<file path="src/rtl/rpc2_ctrl_axi_master_address_channel_if.sv">
// Command port plus AXI AW/AR address channels between issuer (master) and its environment (slave).
interface rpc2_ctrl_axi_master_address_channel_if #(
    parameter int C_AXI_ID_WIDTH   = 4,
    parameter int C_AXI_ADDR_WIDTH = 32,
    parameter int C_AXI_LEN_WIDTH  = 8
);
    logic                        cmd_valid;
    logic                        cmd_ready;
    logic                        cmd_rw_n;
    logic [C_AXI_ID_WIDTH-1:0]   cmd_id;
    logic [C_AXI_ADDR_WIDTH-1:0] cmd_addr;
    logic [C_AXI_LEN_WIDTH-1:0]  cmd_len;
    logic [2:0]                  cmd_size;
    logic [1:0]                  cmd_burst;

    logic [C_AXI_ID_WIDTH-1:0]   AXI_AWID;
    logic [C_AXI_ADDR_WIDTH-1:0] AXI_AWADDR;
    logic [C_AXI_LEN_WIDTH-1:0]  AXI_AWLEN;
    logic [2:0]                  AXI_AWSIZE;
    logic [1:0]                  AXI_AWBURST;
    logic                        AXI_AWVALID;
    logic                        AXI_AWREADY;

    logic [C_AXI_ID_WIDTH-1:0]   AXI_ARID;
    logic [C_AXI_ADDR_WIDTH-1:0] AXI_ARADDR;
    logic [C_AXI_LEN_WIDTH-1:0]  AXI_ARLEN;
    logic [2:0]                  AXI_ARSIZE;
    logic [1:0]                  AXI_ARBURST;
    logic                        AXI_ARVALID;
    logic                        AXI_ARREADY;

    modport master (
        input  cmd_valid, cmd_rw_n, cmd_id, cmd_addr, cmd_len, cmd_size, cmd_burst,
        output cmd_ready,
        output AXI_AWID, AXI_AWADDR, AXI_AWLEN, AXI_AWSIZE, AXI_AWBURST, AXI_AWVALID,
        input  AXI_AWREADY,
        output AXI_ARID, AXI_ARADDR, AXI_ARLEN, AXI_ARSIZE, AXI_ARBURST, AXI_ARVALID,
        input  AXI_ARREADY
    );

    modport slave (
        output cmd_valid, cmd_rw_n, cmd_id, cmd_addr, cmd_len, cmd_size, cmd_burst,
        input  cmd_ready,
        input  AXI_AWID, AXI_AWADDR, AXI_AWLEN, AXI_AWSIZE, AXI_AWBURST, AXI_AWVALID,
        output AXI_AWREADY,
        input  AXI_ARID, AXI_ARADDR, AXI_ARLEN, AXI_ARSIZE, AXI_ARBURST, AXI_ARVALID,
        output AXI_ARREADY
    );
endinterface

</file>
<file path="src/rtl/rpc2_ctrl_axi_master_address_channel.sv">
// AXI AW/AR issuer with per-direction outstanding throttling; AxVALID registered one cycle after accept.
// Backpressure: cmd_ready drops while the direction's slot is held by an unaccepted request or its counter is full.
module rpc2_ctrl_axi_master_address_channel #(
    parameter int C_AXI_ID_WIDTH    = 4,
    parameter int C_AXI_ADDR_WIDTH  = 32,
    parameter int C_AXI_LEN_WIDTH   = 8,
    parameter int C_MAX_OUTSTANDING = 4,
    parameter int C_CNT_WIDTH       = 3
) (
    input  logic                       clk,
    input  logic                       reset,
    rpc2_ctrl_axi_master_address_channel_if.master bus,
    input  logic                       wr_resp_done,
    input  logic                       rd_resp_done,
    output logic                       wdata_req,
    output logic [C_AXI_LEN_WIDTH-1:0] wdata_len,
    output logic [2:0]                 wdata_size,
    output logic [C_CNT_WIDTH-1:0]     wr_outstanding,
    output logic [C_CNT_WIDTH-1:0]     rd_outstanding,
    output logic                       cmd_err,
    output logic                       proto_err,
    output logic                       idle
);

    typedef struct packed {
        logic [C_AXI_ID_WIDTH-1:0]   id;
        logic [C_AXI_ADDR_WIDTH-1:0] addr;
        logic [C_AXI_LEN_WIDTH-1:0]  len;
        logic [2:0]                  size;
        logic [1:0]                  burst;
    } req_t;

    localparam logic [C_CNT_WIDTH-1:0] MAX_CNT = C_CNT_WIDTH'(C_MAX_OUTSTANDING);

    req_t                   cmd_req, aw_q, ar_q;
    logic                   aw_vld, ar_vld;
    logic [C_CNT_WIDTH-1:0] wr_cnt, rd_cnt;
    logic                   wrap_len_ok, illegal;
    logic                   wr_room, rd_room, cmd_rdy, accept, wr_acc, rd_acc;

    function automatic logic [C_CNT_WIDTH-1:0] cnt_next(input logic [C_CNT_WIDTH-1:0] cnt,
                                                        input logic inc, input logic done);
        logic dec;
        dec = done && (cnt != '0);
        case ({inc, dec})
            2'b10:   return cnt + C_CNT_WIDTH'(1);
            2'b01:   return cnt - C_CNT_WIDTH'(1);
            default: return cnt;
        endcase
    endfunction

    assign cmd_req = '{id: bus.cmd_id, addr: bus.cmd_addr, len: bus.cmd_len,
                       size: bus.cmd_size, burst: bus.cmd_burst};

    // WRAP bursts are only defined for 2, 4, 8 or 16 beats.
    assign wrap_len_ok = (bus.cmd_len == C_AXI_LEN_WIDTH'(1))  || (bus.cmd_len == C_AXI_LEN_WIDTH'(3)) ||
                         (bus.cmd_len == C_AXI_LEN_WIDTH'(7))  || (bus.cmd_len == C_AXI_LEN_WIDTH'(15));
    assign illegal     = (bus.cmd_burst == 2'b11) || ((bus.cmd_burst == 2'b10) && !wrap_len_ok);

    assign wr_room = (~aw_vld | bus.AXI_AWREADY) & (wr_cnt < MAX_CNT);
    assign rd_room = (~ar_vld | bus.AXI_ARREADY) & (rd_cnt < MAX_CNT);
    assign cmd_rdy = ~reset & (illegal | (bus.cmd_rw_n ? rd_room : wr_room));
    assign accept  = bus.cmd_valid & cmd_rdy;
    assign wr_acc  = accept & ~illegal & ~bus.cmd_rw_n;
    assign rd_acc  = accept & ~illegal &  bus.cmd_rw_n;

    always_ff @(posedge clk) begin
        if (reset) begin
            aw_q       <= '0;
            ar_q       <= '0;
            aw_vld     <= 1'b0;
            ar_vld     <= 1'b0;
            wdata_req  <= 1'b0;
            wdata_len  <= '0;
            wdata_size <= '0;
            wr_cnt     <= '0;
            rd_cnt     <= '0;
            cmd_err    <= 1'b0;
            proto_err  <= 1'b0;
        end else begin
            // A new accept wins over the handshake so the slot reloads without a bubble.
            if (wr_acc) begin
                aw_q   <= cmd_req;
                aw_vld <= 1'b1;
            end else if (bus.AXI_AWREADY) begin
                aw_vld <= 1'b0;
            end
            if (rd_acc) begin
                ar_q   <= cmd_req;
                ar_vld <= 1'b1;
            end else if (bus.AXI_ARREADY) begin
                ar_vld <= 1'b0;
            end
            wdata_req <= wr_acc;
            if (wr_acc) begin
                wdata_len  <= bus.cmd_len;
                wdata_size <= bus.cmd_size;
            end
            cmd_err <= accept & illegal;
            wr_cnt  <= cnt_next(wr_cnt, wr_acc, wr_resp_done);
            rd_cnt  <= cnt_next(rd_cnt, rd_acc, rd_resp_done);
            if ((wr_resp_done && (wr_cnt == '0)) || (rd_resp_done && (rd_cnt == '0)))
                proto_err <= 1'b1;
        end
    end

    assign bus.cmd_ready   = cmd_rdy;
    assign bus.AXI_AWID    = aw_q.id;
    assign bus.AXI_AWADDR  = aw_q.addr;
    assign bus.AXI_AWLEN   = aw_q.len;
    assign bus.AXI_AWSIZE  = aw_q.size;
    assign bus.AXI_AWBURST = aw_q.burst;
    assign bus.AXI_AWVALID = aw_vld;
    assign bus.AXI_ARID    = ar_q.id;
    assign bus.AXI_ARADDR  = ar_q.addr;
    assign bus.AXI_ARLEN   = ar_q.len;
    assign bus.AXI_ARSIZE  = ar_q.size;
    assign bus.AXI_ARBURST = ar_q.burst;
    assign bus.AXI_ARVALID = ar_vld;

    assign wr_outstanding = wr_cnt;
    assign rd_outstanding = rd_cnt;
    assign idle           = (wr_cnt == '0) && (rd_cnt == '0) && !aw_vld && !ar_vld;

endmodule

</file>
<file path="src/flat_wrapper.sv">
// flat-port wrapper written by rule: the top's interface ports become plain ports
module rpc2_ctrl_axi_master_address_channel_flat 
#(
    parameter int C_AXI_ID_WIDTH    = 4,
    parameter int C_AXI_ADDR_WIDTH  = 32,
    parameter int C_AXI_LEN_WIDTH   = 8,
    parameter int C_MAX_OUTSTANDING = 4,
    parameter int C_CNT_WIDTH       = 3
)
  (clk, reset, wr_resp_done, rd_resp_done, wdata_req, wdata_len, wdata_size, wr_outstanding, rd_outstanding, cmd_err, proto_err, idle, bus_cmd_valid, bus_cmd_rw_n, bus_cmd_id, bus_cmd_addr, bus_cmd_len, bus_cmd_size, bus_cmd_burst, bus_cmd_ready, bus_AXI_AWID, bus_AXI_AWADDR, bus_AXI_AWLEN, bus_AXI_AWSIZE, bus_AXI_AWBURST, bus_AXI_AWVALID, bus_AXI_AWREADY, bus_AXI_ARID, bus_AXI_ARADDR, bus_AXI_ARLEN, bus_AXI_ARSIZE, bus_AXI_ARBURST, bus_AXI_ARVALID, bus_AXI_ARREADY);
  rpc2_ctrl_axi_master_address_channel_if #(.C_AXI_ID_WIDTH(C_AXI_ID_WIDTH), .C_AXI_ADDR_WIDTH(C_AXI_ADDR_WIDTH), .C_AXI_LEN_WIDTH(C_AXI_LEN_WIDTH)) bus_i ();
  input  logic clk;
  input  logic reset;
  input  logic wr_resp_done;
  input  logic rd_resp_done;
  output logic wdata_req;
  output logic [C_AXI_LEN_WIDTH-1:0] wdata_len;
  output logic [2:0] wdata_size;
  output logic [C_CNT_WIDTH-1:0] wr_outstanding;
  output logic [C_CNT_WIDTH-1:0] rd_outstanding;
  output logic cmd_err;
  output logic proto_err;
  output logic idle;
  input wire logic [$bits(bus_i.cmd_valid)-1:0] bus_cmd_valid;
  input wire logic [$bits(bus_i.cmd_rw_n)-1:0] bus_cmd_rw_n;
  input wire logic [$bits(bus_i.cmd_id)-1:0] bus_cmd_id;
  input wire logic [$bits(bus_i.cmd_addr)-1:0] bus_cmd_addr;
  input wire logic [$bits(bus_i.cmd_len)-1:0] bus_cmd_len;
  input wire logic [$bits(bus_i.cmd_size)-1:0] bus_cmd_size;
  input wire logic [$bits(bus_i.cmd_burst)-1:0] bus_cmd_burst;
  output wire logic [$bits(bus_i.cmd_ready)-1:0] bus_cmd_ready;
  output wire logic [$bits(bus_i.AXI_AWID)-1:0] bus_AXI_AWID;
  output wire logic [$bits(bus_i.AXI_AWADDR)-1:0] bus_AXI_AWADDR;
  output wire logic [$bits(bus_i.AXI_AWLEN)-1:0] bus_AXI_AWLEN;
  output wire logic [$bits(bus_i.AXI_AWSIZE)-1:0] bus_AXI_AWSIZE;
  output wire logic [$bits(bus_i.AXI_AWBURST)-1:0] bus_AXI_AWBURST;
  output wire logic [$bits(bus_i.AXI_AWVALID)-1:0] bus_AXI_AWVALID;
  input wire logic [$bits(bus_i.AXI_AWREADY)-1:0] bus_AXI_AWREADY;
  output wire logic [$bits(bus_i.AXI_ARID)-1:0] bus_AXI_ARID;
  output wire logic [$bits(bus_i.AXI_ARADDR)-1:0] bus_AXI_ARADDR;
  output wire logic [$bits(bus_i.AXI_ARLEN)-1:0] bus_AXI_ARLEN;
  output wire logic [$bits(bus_i.AXI_ARSIZE)-1:0] bus_AXI_ARSIZE;
  output wire logic [$bits(bus_i.AXI_ARBURST)-1:0] bus_AXI_ARBURST;
  output wire logic [$bits(bus_i.AXI_ARVALID)-1:0] bus_AXI_ARVALID;
  input wire logic [$bits(bus_i.AXI_ARREADY)-1:0] bus_AXI_ARREADY;
  assign bus_i.cmd_valid = bus_cmd_valid;
  assign bus_i.cmd_rw_n = bus_cmd_rw_n;
  assign bus_i.cmd_id = bus_cmd_id;
  assign bus_i.cmd_addr = bus_cmd_addr;
  assign bus_i.cmd_len = bus_cmd_len;
  assign bus_i.cmd_size = bus_cmd_size;
  assign bus_i.cmd_burst = bus_cmd_burst;
  assign bus_cmd_ready = bus_i.cmd_ready;
  assign bus_AXI_AWID = bus_i.AXI_AWID;
  assign bus_AXI_AWADDR = bus_i.AXI_AWADDR;
  assign bus_AXI_AWLEN = bus_i.AXI_AWLEN;
  assign bus_AXI_AWSIZE = bus_i.AXI_AWSIZE;
  assign bus_AXI_AWBURST = bus_i.AXI_AWBURST;
  assign bus_AXI_AWVALID = bus_i.AXI_AWVALID;
  assign bus_i.AXI_AWREADY = bus_AXI_AWREADY;
  assign bus_AXI_ARID = bus_i.AXI_ARID;
  assign bus_AXI_ARADDR = bus_i.AXI_ARADDR;
  assign bus_AXI_ARLEN = bus_i.AXI_ARLEN;
  assign bus_AXI_ARSIZE = bus_i.AXI_ARSIZE;
  assign bus_AXI_ARBURST = bus_i.AXI_ARBURST;
  assign bus_AXI_ARVALID = bus_i.AXI_ARVALID;
  assign bus_i.AXI_ARREADY = bus_AXI_ARREADY;
  rpc2_ctrl_axi_master_address_channel #(.C_AXI_ID_WIDTH(C_AXI_ID_WIDTH), .C_AXI_ADDR_WIDTH(C_AXI_ADDR_WIDTH), .C_AXI_LEN_WIDTH(C_AXI_LEN_WIDTH), .C_MAX_OUTSTANDING(C_MAX_OUTSTANDING), .C_CNT_WIDTH(C_CNT_WIDTH)) u_core (.clk(clk), .reset(reset), .bus(bus_i), .wr_resp_done(wr_resp_done), .rd_resp_done(rd_resp_done), .wdata_req(wdata_req), .wdata_len(wdata_len), .wdata_size(wdata_size), .wr_outstanding(wr_outstanding), .rd_outstanding(rd_outstanding), .cmd_err(cmd_err), .proto_err(proto_err), .idle(idle));
endmodule
</file>
<file path="config.mk">
export PLATFORM = sky130hd
export DESIGN_NAME = rpc2_ctrl_axi_master_address_channel_flat
export DESIGN_NICKNAME = d
export VERILOG_FILES = /design/src/rtl/rpc2_ctrl_axi_master_address_channel_if.sv /design/src/rtl/rpc2_ctrl_axi_master_address_channel.sv /design/src/flat_wrapper.sv
export SDC_FILE = /design/constraint.sdc
export NUM_CORES = 1
export LEC_CHECK = 0
export ABC_AREA = 1
export BUFFER_PORTS_ARGS = -buffer_cell sky130_fd_sc_hd__buf_2
export CAP_MARGIN = 0
export CORE_UTILIZATION = 25
export CTS_CLUSTER_SIZE = 12
export DETAILED_ROUTE_END_ITERATION = 10
export PLACE_DENSITY = 0.56
export SLEW_MARGIN = 0
export SYNTH_ARGS = -nofsm -noshare
export SYNTH_HDL_FRONTEND = slang
export SYNTH_SLANG_ARGS = --single-unit
</file>
<file path="constraint.sdc">
create_clock -name clk -period 2.56 [get_ports clk]
set_input_delay 0.512 -clock clk [delete_from_list [all_inputs] [get_ports clk]]
set_output_delay 0.512 -clock clk [all_outputs]
set_load 0.005 [all_outputs]
</file>
Yosys cells after proc, flatten, opt, wreduce, memory -nomap -nowiden --
Index checks and enable logic that the tools add are counted.
Word-level totals: register bits 109, input bits 57, output and inout bits 122, logic and storage cells 80
Cells by class: $add $sub $neg 4, magnitude comparators 2, equal/unequal tests 10, mux-type cells 7, bitwise gates (word level) 16, reduce and logical (&&, ||, !) cells 24
Operator list (count):
- 3-bit one-hot mux with 2 select lines | 2
- 1-bit bitwise AND | 8
- 2-bit equality test, second input constant | 4
- 8-bit by 1-bit equality test with 1-bit output, second input constant | 1
- 8-bit by 2-bit equality test with 1-bit output, second input constant | 1
- 8-bit by 3-bit equality test with 1-bit output, second input constant | 1
- 8-bit by 4-bit equality test with 1-bit output, second input constant | 1
- 1-bit logical AND | 8
- 2-bit nonzero test | 4
- 3-bit by 1-bit adder with 3-bit output, second input constant | 2
- 3-bit zero test | 2
- 3-bit < comparator, second input constant | 2
- 3-bit nonzero test | 2
- 3-bit by 1-bit subtractor with 3-bit output, second input constant | 2
- 1-bit logical OR | 5
- 1-bit 2-to-1 mux | 5
- 1-bit inverter | 5
- 2-bit by 1-bit equality test with 1-bit output, second input constant | 2
- 1-bit zero test | 3
- 1-bit bitwise OR | 3

Logic depth before layout (Yosys ltp) --
Gate-level depths: netlist of run 1.
word-level depth 14, gate-level depth with buffers 15

Worst setup path after synthesis of run 1 --
OpenSTA, ideal clock, no wires.
kind input-to-reg, start input bus_cmd_len[2], end register u_core.rd_cnt[2], in the netlist u_core.rd_outstanding[2], arrival 2.309 ns, path slack 0.129 ns, stages on the path 15, buffers on the path 1, path through inv_1 nand2_1 nand2_1 nor2_1 nand2_1 nand2_1 nand4_4 clkbuf_1 ha_1 inv_1 fa_1 a21oi_1 o21ai_0 o21ai_0 a21oi_1
On the way: cells in the longest elaborated chain, start to end 14
Ends and longest elaborated chain:
- start, declared | line flat_wrapper.sv:28 | input wire logic [$bits(bus_i.cmd_len)-1:0] bus_cmd_len;
- 8-bit by 1-bit equality test with 1-bit output or 8-bit by 2-bit equality test with 1-bit output (tied branches) | line rpc2_ctrl_axi_master_address_channel.sv:56 | assign wrap_len_ok = (bus.cmd_len == C_AXI_LEN_WIDTH'(1)) || (bus.cmd_len == C_AXI_LEN_WIDTH'(3)) ||
- 1-bit logical OR (2 in a row) | line rpc2_ctrl_axi_master_address_channel.sv:56
- 1-bit logical OR * | line rpc2_ctrl_axi_master_address_channel.sv:57 | (bus.cmd_len == C_AXI_LEN_WIDTH'(7)) || (bus.cmd_len == C_AXI_LEN_WIDTH'(15));
- 1-bit zero test * | line rpc2_ctrl_axi_master_address_channel.sv:58 | assign illegal = (bus.cmd_burst == 2'b11) || ((bus.cmd_burst == 2'b10) && !wrap_len_ok);
- 1-bit logical AND * | line rpc2_ctrl_axi_master_address_channel.sv:58
- 1-bit logical OR * | line rpc2_ctrl_axi_master_address_channel.sv:58
- 1-bit bitwise OR | line rpc2_ctrl_axi_master_address_channel.sv:62 | assign cmd_rdy = ~reset & (illegal | (bus.cmd_rw_n ? rd_room : wr_room));
- 1-bit bitwise AND | line rpc2_ctrl_axi_master_address_channel.sv:62
- 1-bit bitwise AND | line rpc2_ctrl_axi_master_address_channel.sv:63 | assign accept = bus.cmd_valid & cmd_rdy;
- 1-bit bitwise AND * (2 in a row) | line rpc2_ctrl_axi_master_address_channel.sv:65 | assign rd_acc = accept & ~illegal & bus.cmd_rw_n;
- 2-bit by 1-bit equality test with 1-bit output or 2-bit equality test (tied branches) | line rpc2_ctrl_axi_master_address_channel.sv:45 | case ({inc, dec})
- 3-bit one-hot mux with 2 select lines or 2-bit nonzero test (tied branches)
- end signal, assigned | line rpc2_ctrl_axi_master_address_channel.sv:101 | rd_cnt <= cnt_next(rd_cnt, rd_acc, rd_resp_done);
- end, declared | line rpc2_ctrl_axi_master_address_channel.sv:37 | logic [C_CNT_WIDTH-1:0] wr_cnt, rd_cnt;
Every way passes the cells marked *; elsewhere a longest branch is shown, timed or not. A chain may end at the register's enable or synchronous reset.

Worst setup path in the final report of run 1 --
start input bus_cmd_len[2], end register u_core.wr_cnt[2], in the netlist u_core.wr_outstanding[2]
On the way: cells in the longest elaborated chain, start to end 14
Ends and longest elaborated chain:
- 8-bit by 1-bit equality test with 1-bit output or 8-bit by 2-bit equality test with 1-bit output (tied branches) | line rpc2_ctrl_axi_master_address_channel.sv:56
- 1-bit logical OR (2 in a row) | line rpc2_ctrl_axi_master_address_channel.sv:56
- 1-bit logical OR * | line rpc2_ctrl_axi_master_address_channel.sv:57
- 1-bit zero test * | line rpc2_ctrl_axi_master_address_channel.sv:58
- 1-bit logical AND * | line rpc2_ctrl_axi_master_address_channel.sv:58
- 1-bit logical OR * | line rpc2_ctrl_axi_master_address_channel.sv:58
- 1-bit bitwise OR | line rpc2_ctrl_axi_master_address_channel.sv:62
- 1-bit bitwise AND | line rpc2_ctrl_axi_master_address_channel.sv:62
- 1-bit bitwise AND | line rpc2_ctrl_axi_master_address_channel.sv:63
- 1-bit bitwise AND * (2 in a row) | line rpc2_ctrl_axi_master_address_channel.sv:64 | assign wr_acc = accept & ~illegal & ~bus.cmd_rw_n;
- 2-bit by 1-bit equality test with 1-bit output or 2-bit equality test (tied branches) | line rpc2_ctrl_axi_master_address_channel.sv:45
- 3-bit one-hot mux with 2 select lines or 2-bit nonzero test (tied branches)
- end signal, assigned | line rpc2_ctrl_axi_master_address_channel.sv:100 | wr_cnt <= cnt_next(wr_cnt, wr_acc, wr_resp_done);
- end, declared | line rpc2_ctrl_axi_master_address_channel.sv:37
Marked as above.

==> results of run 1 <==
-- per-layer routing --
metal	global-route usage (%)	wire, um	up-vias	share of wire [%]
met5	0	0	-	0
met4	5.68	187	0	1.6
met3	4.02	833	12	7.2
met2	19.7	5060	113	44
met1	15.2	5560	1784	48
li1	-	-	2329	-
-- placed cells by master, fill, tap and decap left out --
master | netlist | final
o21ai_0 | 8 | 8
fa_1 | 2 | 2
a31oi_1 | 2 | 2
buf_4 | 12 | 1
nor3b_1 | 1 | 1
nor4_1 | 1 | 1
a21oi_1 | 10 | 10
dfxtp_1 | 109 | 109
nand4_4 | 2 | 2
clkinv_2 | 0 | 4
clkbuf_16 | 0 | 9
clkinvlp_4 | 0 | 1
nor3_1 | 2 | 2
buf_2 | 4 | 178
inv_1 | 115 | 114
buf_12 | 0 | 3
nor2_1 | 203 | 203
clkbuf_1 | 26 | 1
nand4_1 | 2 | 2
nand2_1 | 202 | 202
a21oi_4 | 1 | 1
bufinv_16 | 0 | 1
nand3_1 | 2 | 2
inv_2 | 2 | 2
o22ai_1 | 1 | 1
ha_1 | 2 | 2
-- kinds of logic after synthesis --
| family | synth area share [%] |
|---|---|
| AOI/OAI and AO/OA | 2.70 |
| adders and majority gates | 1.40 |
| buffers and inverters | 14.2 |
| DFF | 47.0 |
| and+or+nand+nor | 34.7 |
-- flip-flops by register name (all words and copies together) (netlist names) --
name	cells
u_core.bus.AXI_AWBURST	2
u_core.bus.AXI_ARADDR	32
u_core.cmd_err	1
u_core.proto_err	1
u_core.bus.AXI_AWID	4
u_core.wdata_req	1
u_core.bus.AXI_ARID	4
u_core.bus.AXI_AWADDR	32
u_core.bus.AXI_AWVALID	1
u_core.wdata_size	3
u_core.bus.AXI_ARVALID	1
u_core.bus.AXI_ARSIZE	3
u_core.rd_outstanding	3
u_core.bus.AXI_ARBURST	2
u_core.bus.AXI_ARLEN	8
u_core.wdata_len	8
u_core.wr_outstanding	3
-- final timing paths --
check,to,cells past startpoint,start
max,u_core.wr_outstanding[2],15,bus_cmd_len[2]
min,u_core.wdata_size[0],3,bus_cmd_size[0]
max reg2reg,u_core.wr_outstanding[2],11,u_core.wr_outstanding[2]
min reg2reg,u_core.bus.AXI_ARBURST[1],2,u_core.bus.AXI_ARBURST[1]
-- area by class of cell --
cell class	instances	share of cell area, %
clock buffer	10	3.85
clock inverter	5	0.883
inverter	117	7.40
multi-input combinational	441	30.2
sequential	109	36.7
tap	229	4.82
timing repair buffer	182	16.1
-- where the power goes --
| part | total [mW] | internal, mW | leakage [nW] | switching, mW |
|---|---|---|---|---|
| clock network | 1.38 | 0.750 | 0.138 | 0.635 |
| registers | 1.78 | 1.75 | 0.884 | 0.0296 |
| logic | 0.351 | 0.145 | 2.51 | 0.206 |
| total | 3.52 | 2.65 | 3.53 | 0.871 |
-- worst reg2reg max path: stages (launching register included) --
cell and delay [ns]:
dfxtp_1 0.36, inv_1 0.11, nand3_1 0.16, a21oi_4 0.10, nand4_4 0.11, ha_1 0.15
inv_1 0.06, fa_1 0.37, a21oi_1 0.15, o21ai_0 0.11, o21ai_0 0.16, a21oi_1 0.05
-- through the flow --
step,setup WS (ns),std cells
3_3_place_gp,0.152,1078
4_1_cts,0.521,1093
6_report,0.500,1093
5_1_grt,0.164,1093
3_5_place_dp,0.144,1078
2_1_floorplan,0.129,710
==> qor.tcl, run 1 <==
set qor(yosysWarningCount) 0
set qor(die_area_sq_um) 19100
set qor(min_period_over_period_pct) 80.5
set qor(ys.flop_type) {dfxtp_1}
set qor(grt_antenna_before_repair) 0
set qor(critical_path.top_delay_family) {simple AND/OR/NAND/NOR gates}
set qor(footprint_of_the_flip_flops_and_latches_sq_um) 2180
set qor(worstPathCellList) {buf_2 -> inv_1 -> nand2_1 -> nand2_1 -> nor2_1 -> nand2_1 -> nand2_1 -> nand4_4 -> ha_1 -> inv_1 -> fa_1 -> a21oi_1 -> o21ai_0 -> o21ai_0 -> a21oi_1}
set qor(vias) 4238
set qor(drt_drc_violations_left) 28
set qor(drt-vias-per-instance) 3.88
set qor(chipHeight_um) 138
set qor(grt_pass1_wl_mm) 18.9
set qor(cts-root-buf) {clkbuf_16}
set qor(finished_cell_area_sq_um) 5950
set qor(max_clock_freq_mhz) 486
set qor(synthesis.nets) 771
set qor(netlist_top_cells_area) {dfxtp_1 47%, nor2_1 16%, nand2_1 16%}
set qor(cp_slowest_stage_delay_ns) 0.37
set qor(final-setup-viol-count) 0
set qor(postSynthCellCount) 710
set qor(cp_num_buf_inv) 3
set qor(floorplan.initialDensity_pct) 25.7
set qor(hold_class) {in2reg}
set qor(placementRows) 49
set qor(synth_largest_area_cell) {dfxtp_1}
set qor(timing.max_slew.rel_slack_pct) 62.0
set qor(htree_num_levels) 3
set qor(synth_cell_type_count) 22
set qor(worstSkewPairLatency_ns) 0.35
set qor(synth.top_cells.by_count) {203 x nor2_1, 202 x nand2_1, 115 x inv_1, 109 x dfxtp_1, 26 x clkbuf_1}
set qor(setup_repair_after_global_routing_missed_its_margin) {false}
set qor(port_buffers) 178
set qor(postSynth.asyncResetShare_pct) 0
set qor(gp_congestion) 0.751
set qor(number_of_synthesized_register_bits) 109
set qor(worstSetupStartpointType) {input pin}
set qor(detail-route-antenna-nets) 0
set qor(tightestPinTransition_ns) 0.571
set qor(yosysMostFrequentCell) {nor2_1}
set qor(globalRoute.totalOverflow) 0
set qor(final_nets) 921
set qor(critical_path.slowest_cell) {fa_1}
set qor(cts_max_path_buffers) 2
set qor(detailed_place_hpwl_mm) 7.68
set qor(count_of_flip_flops_with_a_built_in_enable_after_synthesis) 0
set qor(drt-pass1-iter-count) 7
set qor(status) {finished, violations left}
set qor(hold_ws_ns) 0.399
set qor(worstPathMaxFanout) 4
set qor(leakage_nw) 3.53
set qor(ys_seq_area_share_pct) 47.0
set qor(timing.reg2reg.setup_slack_ns) 0.55
set qor(worstPathArrival_ns) 2.29
set qor(groute.usage.overall_pct) 12.4
set qor(cts_resized) 0
set qor(cts_sinks) 109
set qor(period_minus_slack_ns) 2.06
set qor(violations_in_the_final_reports) {DRC}
set qor(postCtsHoldBufs) 0
set qor(io-pin-count) 179
set qor(cts_tree) {done}
set qor(core_area_sq_um) 18100
set qor(num_antenna_cells) 0
set qor(critical_path_required_ns) 2.79
set qor(post_route_cells_drive_above_1_share_pct) 23.4
set qor(p_per_area_nw_per_um2) 592
set qor(route.detailed.wl_per_inst_um) 10.6
set qor(placed_cell_area_sq_um) 5670
set qor(postCtsSetupBuffers) 0
set qor(drtIter0Drc) 157
set qor(peak_ir_drop_on_the_vdd_network_uv) 285
set qor(post-layout-total-power_mw) 3.52
set qor(grt_start_max_net_pins) 99
set qor(slew_viol_final) 0
set qor(synth_top_area_share_pct) 47.0
set qor(chipWidth_um) 138
set qor(timing.critical_path.mode_cell) {nand2_1}
set qor(final_hold_viol_count) 0
set qor(syn_avg_cell_area_sq_um) 6.53
set qor(postRouteWirelength_mm) 11.6
set qor(endpoint_kind) {flip-flop}
set qor(number_of_max_cap_violations) 0
set qor(synthToLayoutAreaGrowth_pct) 28.2
set qor(cp_class) {in2reg}
set qor(multi_input_area_sq_um) 1800
set qor(clk_skew_ns) 0.0103
set qor(finalCoreUtilization_pct) 32.9
set qor(numCtsBuffers) 9
set qor(grt_pass1_vias) 3880
set qor(final.fill_count) 1979
set qor(synthesis.area_sq_um) 4640
set qor(fin_setup_tns_ns) 0
set qor(worst_setup_hold_path_clk_slew_ns) 0.08
Power figures use the tool's default switching activity.
==> run 2: changes to the inputs <==
ABC_AREA = 0   (was 1)
PLACE_DENSITY = 0.55   (was 0.56)
clock period = 1.95 ns   (was 2.56 ns; I/O delays follow)
==> run 2 against run 1 <==
The flow finishes with violations (setup timing). Die area fell by 6.0%. Critical path depth decreased by 8. First-iteration DRC count rose by 24%. Sequential share of layout area decreased by 1.5 points. Sequential cell count is the same. Global-route usage grew 3.5 points. Largest power group unchanged.
==> qor.tcl, run 2 <==
set qor(detail-route-antenna-nets) 0 ;# unchanged
set qor(timing.max_slew.rel_slack_pct) 50.6 ;# -11 points
set qor(globalRoute.totalOverflow) 0 ;# unchanged
set qor(final_nets) 767 ;# -17%
set qor(detailedPlace.worstSlack_ns) -0.778 ;# -0.922 ns
set qor(netlist_top_cells_area) {dfxtp_1 50%, a21oi_1 12%, nand3_1 11%}
set qor(drtIter0Drc) 195 ;# +24%
set qor(clk_skew_ns) 0.00673 ;# -0.00360 ns
set qor(ys_seq_area_share_pct) 50.1 ;# +3.0 points
set qor(endpoint_kind) {output pin}
set qor(cts_max_path_buffers) 2 ;# unchanged
set qor(port_buffers) 178 ;# unchanged
set qor(hold_class) {in2reg}
set qor(timing.rr.end) {u_core.rd_outstanding[2]}
set qor(groute.usage.overall_pct) 15.9 ;# +3.5 points
set qor(slew_viol_final) 0 ;# unchanged
set qor(number_of_max_cap_violations) 0 ;# unchanged
set qor(peak_ir_drop_on_the_vdd_network_uv) 386 ;# +35%
set qor(chipWidth_um) 134 ;# -3.0%
set qor(final_hold_viol_count) 0 ;# unchanged
set qor(hp-start) {bus_cmd_addr[12]}
set qor(yosysMostFrequentCell) {dfxtp_1}
set qor(hold-path-cell-count) 3 ;# unchanged
set qor(final-setup-viol-count) 101 ;# +101
set qor(chipHeight_um) 134 ;# -3.0%
set qor(p_per_area_nw_per_um2) 826 ;# +40%
set qor(period_minus_slack_ns) 2.22
set qor(postRouteWirelength_mm) 14.9 ;# +28%
set qor(critical_path_required_ns) 1.56 ;# -1.23 ns
set qor(worstPathArrival_ns) 1.83 ;# -0.46 ns
set qor(num_antenna_cells) 0 ;# unchanged
set qor(synth_top_area_share_pct) 50.1 ;# +3.0 points
set qor(hold-path-endpoint) {u_core.bus.AXI_ARADDR[12]}
set qor(finalCoreUtilization_pct) 36.8 ;# +4.0 points
set qor(number_of_synthesized_register_bits) 109 ;# unchanged
set qor(floorplan.initialDensity_pct) 25.9 ;# +0.26 points
set qor(postCtsHoldBufs) 0 ;# unchanged
set qor(yosysWarningCount) 0 ;# unchanged
set qor(synthesis.area_sq_um) 4360 ;# -6.1%
set qor(numCtsBuffers) 9 ;# unchanged
set qor(reg2regPathDepth) 8 ;# -3
set qor(cts_tree) {done}
set qor(drt-vias-per-instance) 4.86 ;# +25%
set qor(cts_sinks) 109 ;# unchanged
set qor(route.detailed.wl_per_inst_um) 16.0 ;# +50%
set qor(cts-root-buf) {clkbuf_16}
set qor(htree_num_levels) 3 ;# unchanged
set qor(postSynthCellCount) 528 ;# -26%
set qor(synth_largest_area_cell) {dfxtp_1}
set qor(drt_drc_violations_left) 0 ;# -100%
set qor(violations_in_the_final_reports) {setup timing}
set qor(detailed_place_hpwl_mm) 9.08 ;# +18%
set qor(post-layout-total-power_mw) 5.12 ;# +45%
set qor(gp_congestion) 0.753 ;# +0.28%
set qor(grt_pass1_wl_mm) 22.5 ;# +19%
set qor(final_cell_mix) {176 x buf_2, 108 x dfxtp_1, 100 x a21oi_1}
set qor(setup_slack_ns) -0.272 ;# -0.772 ns
set qor(max_clock_freq_mhz) 450
set qor(post_route_cells_drive_above_1_share_pct) 38.3 ;# +15 points
set qor(io-pin-count) 179 ;# unchanged
set qor(placementRows) 47 ;# -4.1%
set qor(grt_antenna_before_repair) 0 ;# unchanged
set qor(worstPathMaxFanout) 2 ;# -2
set qor(ff_to_ff_start) {u_core.rd_outstanding[2]}
set qor(core_area_sq_um) 16800 ;# -7.0%
set qor(worst_setup_hold_path_clk_slew_ns) 0.08 ;# about the same
set qor(postSynth.asyncResetShare_pct) 0 ;# unchanged
set qor(leakage_nw) 2.61 ;# -26%
set qor(grt_pass1_vias) 4066 ;# +4.8%
set qor(min_period_over_period_pct) 114
set qor(setup_repair_after_global_routing_missed_its_margin) {true}
set qor(synth.top_cells.by_count) {109 x dfxtp_1, 103 x a21oi_1, 97 x nand3_1, 93 x o21ai_0, 48 x clkbuf_1}
set qor(synthesis.nets) 589 ;# -24%
set qor(tightestPinTransition_ns) 0.741 ;# +0.171 ns
set qor(vias) 4524 ;# +6.7%
set qor(count_of_flip_flops_with_a_built_in_enable_after_synthesis) 0 ;# unchanged
set qor(drt-pass1-iter-count) 4 ;# -3
set qor(synth_cell_type_count) 30 ;# +36%
set qor(grt_start_max_net_pins) 97 ;# -2.0%
set qor(timing.reg2reg.setup_slack_ns) -0.08 ;# -0.63 ns
set qor(syn_avg_cell_area_sq_um) 8.25 ;# +26%
set qor(worstSkewPairLatency_ns) 0.35 ;# about the same
set qor(ys.flop_type) {dfxtp_1}
set qor(status) {finished, violations left}
set qor(final_common_cell) {buf_2}
set qor(worstSetupStartpointType) {input pin}
set qor(synthToLayoutAreaGrowth_pct) 42.2
set qor(die_area_sq_um) 18000 ;# -6.0%
set qor(cp_class) {in2out}
==> run 2: cell types whose count changed after synthesis, moves of 5 or more <==
| cell | change |
|---|---|
| nor2b_1 | +5 |
| nor2_1 | -195 |
| nand3_1 | +95 |
| a21oi_1 | +93 |
| nand2_1 | -200 |
| o21ai_1 | +7 |
| inv_1 | -106 |
| o21ai_0 | +85 |
| clkbuf_1 | +22 |
==> run 2: how the worst max path moves through the flow <==
stage	startpoint	to	slack, ns	depth (start not counted)
3_3_place_gp	bus_cmd_len[6]	u_core.wr_outstanding[2]	-0.74	11
4_1_cts	bus_cmd_len[6]	u_core.wr_outstanding[2]	-0.32	11
6_report	bus_cmd_len[6]	bus_cmd_ready	-0.27	7
2_1_floorplan	bus_cmd_len[6]	u_core.rd_outstanding[2]	-0.84	11
5_1_grt	bus_cmd_len[6]	bus_cmd_ready	-0.31	7
3_5_place_dp	bus_cmd_len[6]	u_core.wr_outstanding[2]	-0.78	11
==> run 2: kinds of logic after synthesis <==
logic type,after synthesis,share of synthesized area (%)
AOI/OAI and AO/OA,209,24.9
and+or+nand+nor,129,15.2
DFF,109,50.1
buffers and inverters,73,7.49
xor gates and xnor gates,4,0.804
adders and majority gates,4,1.49
==> run 2: power by group <==
group	switching (mW)	internal, mW
Combinational	0.409	0.340
Clock	0.882	1.16
Sequential	0.0384	2.29
Total	1.33	3.79
==> run 2: layer usage <==
| layer | part of all wire, % | track usage (%) | vias up |
|---|---|---|---|
| met5 | 0 | 0 | - |
| li1 | - | - | 2216 |
| met1 | 47 | 21.3 | 2175 |
| met2 | 46 | 24.9 | 121 |
| met4 | 1.8 | 6.68 | 0 |
| met3 | 4.7 | 3.06 | 12 |
==> run 2: cell type report <==
type                       count  area (sq um)
multi-input combinational    346          1950
inverter                       9          33.8
timing repair buffer         231          1430
clock inverter                 6          86.3
clock buffer                  10           239
tap                          220           275
fill                        1823         10600
sequential                   109          2180
==> run 2: critical path, cell delays in order <==
cell	delay, ns
buf_6	0.09
or4b_4	0.54
buf_6	0.14
o41ai_4	0.28
buf_4	0.19
a21oi_2	0.04
buf_2	0.15
==> run 2: timing repair <==
item                       in CTS  in global routing
gates cloned                    0                  2
gates resized for setup         5                 12
pin swaps                       3                  2
setup endpoints to repair     104                104
setup buffers                   2                  2
==> run 2: through the flow <==
stage	cells	hold WS (ns)	instance area, sq um	TNS [ns]
3_3_place_gp	909	0.459	5710	-64.14
6_report	931	0.291	6200	-6.60
3_5_place_dp	909	0.466	5710	-63.05
5_1_grt	931	0.281	6200	-14.16
4_1_cts	927	0.274	6080	-15.91
2_1_floorplan	528	0.470	4480	-13.06
==> run 3: changes to the inputs <==
BUFFER_PORTS_ARGS = default   (was -buffer_cell sky130_fd_sc_hd__buf_2)
DONT_BUFFER_PORTS = 1   (was default)
PLACE_DENSITY = 0.46   (was 0.55)
==> run 3 against run 2 <==
The run still ends with setup timing left. Die area stayed put. Utilization is 6.3 points lower. Via count is 13% lower. Clock skew is 0.0020 ns higher. Critical path depth is 3 higher. Cell area is 17% lower. Sequential share of layout area is 7.3 points higher. Routed wire length is 5.6% lower. First-iteration DRC count is 8.7% higher.
==> qor.tcl, run 3 (synthesized netlist as in run 2, its figures left out) <==
set qor(hp-start) {reset}
set qor(p_per_area_nw_per_um2) 894 ;# +8.2%
set qor(globalRoute.totalOverflow) 0 ;# unchanged
set qor(endpoint_kind) {flip-flop}
set qor(post-layout-total-power_mw) 4.59 ;# -10%
set qor(peak_ir_drop_on_the_vdd_network_uv) 374 ;# -2.9%
set qor(grt_pass1_vias) 3819 ;# -6.1%
set qor(gp_congestion) 0.733 ;# -2.7%
set qor(final_cell_mix) {109 x dfxtp_1, 102 x a21oi_1, 96 x nand3_1}
set qor(hold-path-endpoint) {u_core.wdata_size[0]}
set qor(cts-root-buf) {clkbuf_16}
set qor(final_nets) 583 ;# -24%
set qor(finalCoreUtilization_pct) 30.5 ;# -6.3 points
set qor(timing.rr.end) {u_core.wr_outstanding[2]}
set qor(detailedPlace.worstSlack_ns) -0.656 ;# +0.122 ns
set qor(detailed_place_hpwl_mm) 8.58 ;# -5.5%
set qor(die_area_sq_um) 18000 ;# unchanged
set qor(drtIter0Drc) 212 ;# +8.7%
set qor(cp_class) {in2reg}
set qor(clk_skew_ns) 0.00875 ;# +0.00202 ns
set qor(post_route_cells_drive_above_1_share_pct) 15.6 ;# -23 points
set qor(grt_antenna_before_repair) 0 ;# unchanged
set qor(numCtsBuffers) 9 ;# unchanged
set qor(floorplan.initialDensity_pct) 25.9 ;# unchanged
set qor(num_antenna_cells) 0 ;# unchanged
set qor(drt-vias-per-instance) 5.27 ;# +8.4%
set qor(tightestPinTransition_ns) 1.01 ;# +0.273 ns
set qor(worstPathArrival_ns) 2.50 ;# +0.67 ns
set qor(drt_drc_violations_left) 0 ;# unchanged
set qor(cts_tree) {done}
set qor(vias) 3934 ;# -13%
set qor(chipHeight_um) 134 ;# unchanged
set qor(final-setup-viol-count) 80 ;# -21%
set qor(hold-path-cell-count) 1 ;# -2
set qor(grt_start_max_net_pins) 112 ;# +15%
set qor(route.detailed.wl_per_inst_um) 18.8 ;# +18%
set qor(hold_class) {in2reg}
set qor(period_minus_slack_ns) 2.22 ;# -0.00360 ns
set qor(groute.usage.overall_pct) 15.1 ;# -0.77 points
set qor(grt_pass1_wl_mm) 21.3 ;# -5.5%
set qor(max_clock_freq_mhz) 451 ;# +0.16%
set qor(worst_setup_hold_path_clk_slew_ns) 0.08 ;# about the same
set qor(port_buffers) 0 ;# -100%
set qor(io-pin-count) 179 ;# unchanged
set qor(htree_num_levels) 3 ;# unchanged
set qor(cts_max_path_buffers) 2 ;# unchanged
set qor(postCtsHoldBufs) 0 ;# unchanged
set qor(timing.max_slew.rel_slack_pct) 32.4 ;# -18 points
set qor(drt-pass1-iter-count) 4 ;# unchanged
set qor(min_period_over_period_pct) 114 ;# -0.18 points
set qor(slew_viol_final) 0 ;# unchanged
set qor(detail-route-antenna-nets) 0 ;# unchanged
set qor(setup_repair_after_global_routing_missed_its_margin) {true}
set qor(hold_ws_ns) 0.122 ;# -0.168 ns
set qor(chipWidth_um) 134 ;# unchanged
set qor(setup_slack_ns) -0.268 ;# +0.00360 ns
set qor(ff_to_ff_start) {u_core.bus.AXI_AWVALID}
set qor(violations_in_the_final_reports) {setup timing}
set qor(finish.cell_count_without_fillers) 747 ;# -20%
set qor(worstSetupStartpointType) {input pin}
set qor(placementRows) 47 ;# unchanged
set qor(reg2regPathDepth) 10 ;# +2
set qor(leakage_nw) 1.65 ;# -37%
set qor(final_common_cell) {dfxtp_1}
set qor(final_hold_viol_count) 0 ;# unchanged
set qor(timing.reg2reg.setup_slack_ns) -0.17 ;# -0.09 ns
set qor(cts_sinks) 109 ;# unchanged
set qor(worstSkewPairLatency_ns) 0.35 ;# about the same
set qor(worstPathMaxFanout) 3 ;# +1
set qor(critical_path_required_ns) 2.23 ;# +0.67 ns
set qor(place_inst) 717 ;# -21%
set qor(startpoint) {bus_cmd_len[6]}
set qor(status) {finished, violations left}
set qor(number_of_max_cap_violations) 0 ;# unchanged
set qor(core_area_sq_um) 16800 ;# unchanged
set qor(synthToLayoutAreaGrowth_pct) 17.8
set qor(postRouteWirelength_mm) 14.1 ;# -5.6%
run 3: how the worst max path moves through the flow:
stage | cells past startpoint | slack, ns | to
after floorplan | 11 | -0.84 | u_core.rd_outstanding[2]
after global placement | 10 | -0.61 | u_core.wr_outstanding[2]
after detailed placement | 10 | -0.66 | u_core.wr_outstanding[2]
after CTS | 10 | -0.23 | u_core.wr_outstanding[2]
after global routing | 10 | -0.30 | u_core.wr_outstanding[2]
final | 10 | -0.27 | u_core.wr_outstanding[2]
run 3: final cells by class:
cell class	count	area, sq um
Tap cell	220	275
Clock buffer	9	225
Sequential cell	109	2180
Multi-Input combinational cell	346	1920
Clock inverter	7	50.0
Fill cell	1817	11700
Inverter	9	33.8
Timing Repair Buffer	47	443
run 3: layer usage:
layer / part of all wire, % / GRT usage (%) / up-vias
li1: - / - / 1858
met1: 41 / 17.9 / 1920
met2: 48 / 24.6 / 142
met3: 10 / 5.90 / 14
met4: 1.3 / 5.68 / 0
met5: 0 / 0 / -
run 3: through the flow:
step	cell area (sq um)	setup TNS [ns]
after global placement	4680	-44.58
after detailed placement	4680	-48.25
after global routing	5130	-11.38
after CTS	5040	-3.11
final	5130	-7.00
after floorplan	4480	-13.06
run 3: power by group:
group / total [mW] / switching [mW] / internal, mW / leakage [nW]
clock: 1.75 / 0.872 / 0.875 / 0.134
combinational: 0.503 / 0.293 / 0.211 / 0.634
sequential: 2.34 / 0.0502 / 2.29 / 0.882
run 3: worst max-delay path, cell delays in order:
cell	delay [ns]
or4b_4	0.53
o41a_4	0.50
nor2_4	0.11
inv_2	0.06
ha_4	0.16
inv_2	0.06
fa_2	0.19
xor2_1	0.07
or3_1	0.30
a21oi_1	0.12
run 3: repair_timing:
item	CTS	global route
pin swaps	2	3
endpoints found under the setup margin	102	103
resized for setup	3	7
cloned	0	2
buffers inserted	10	8
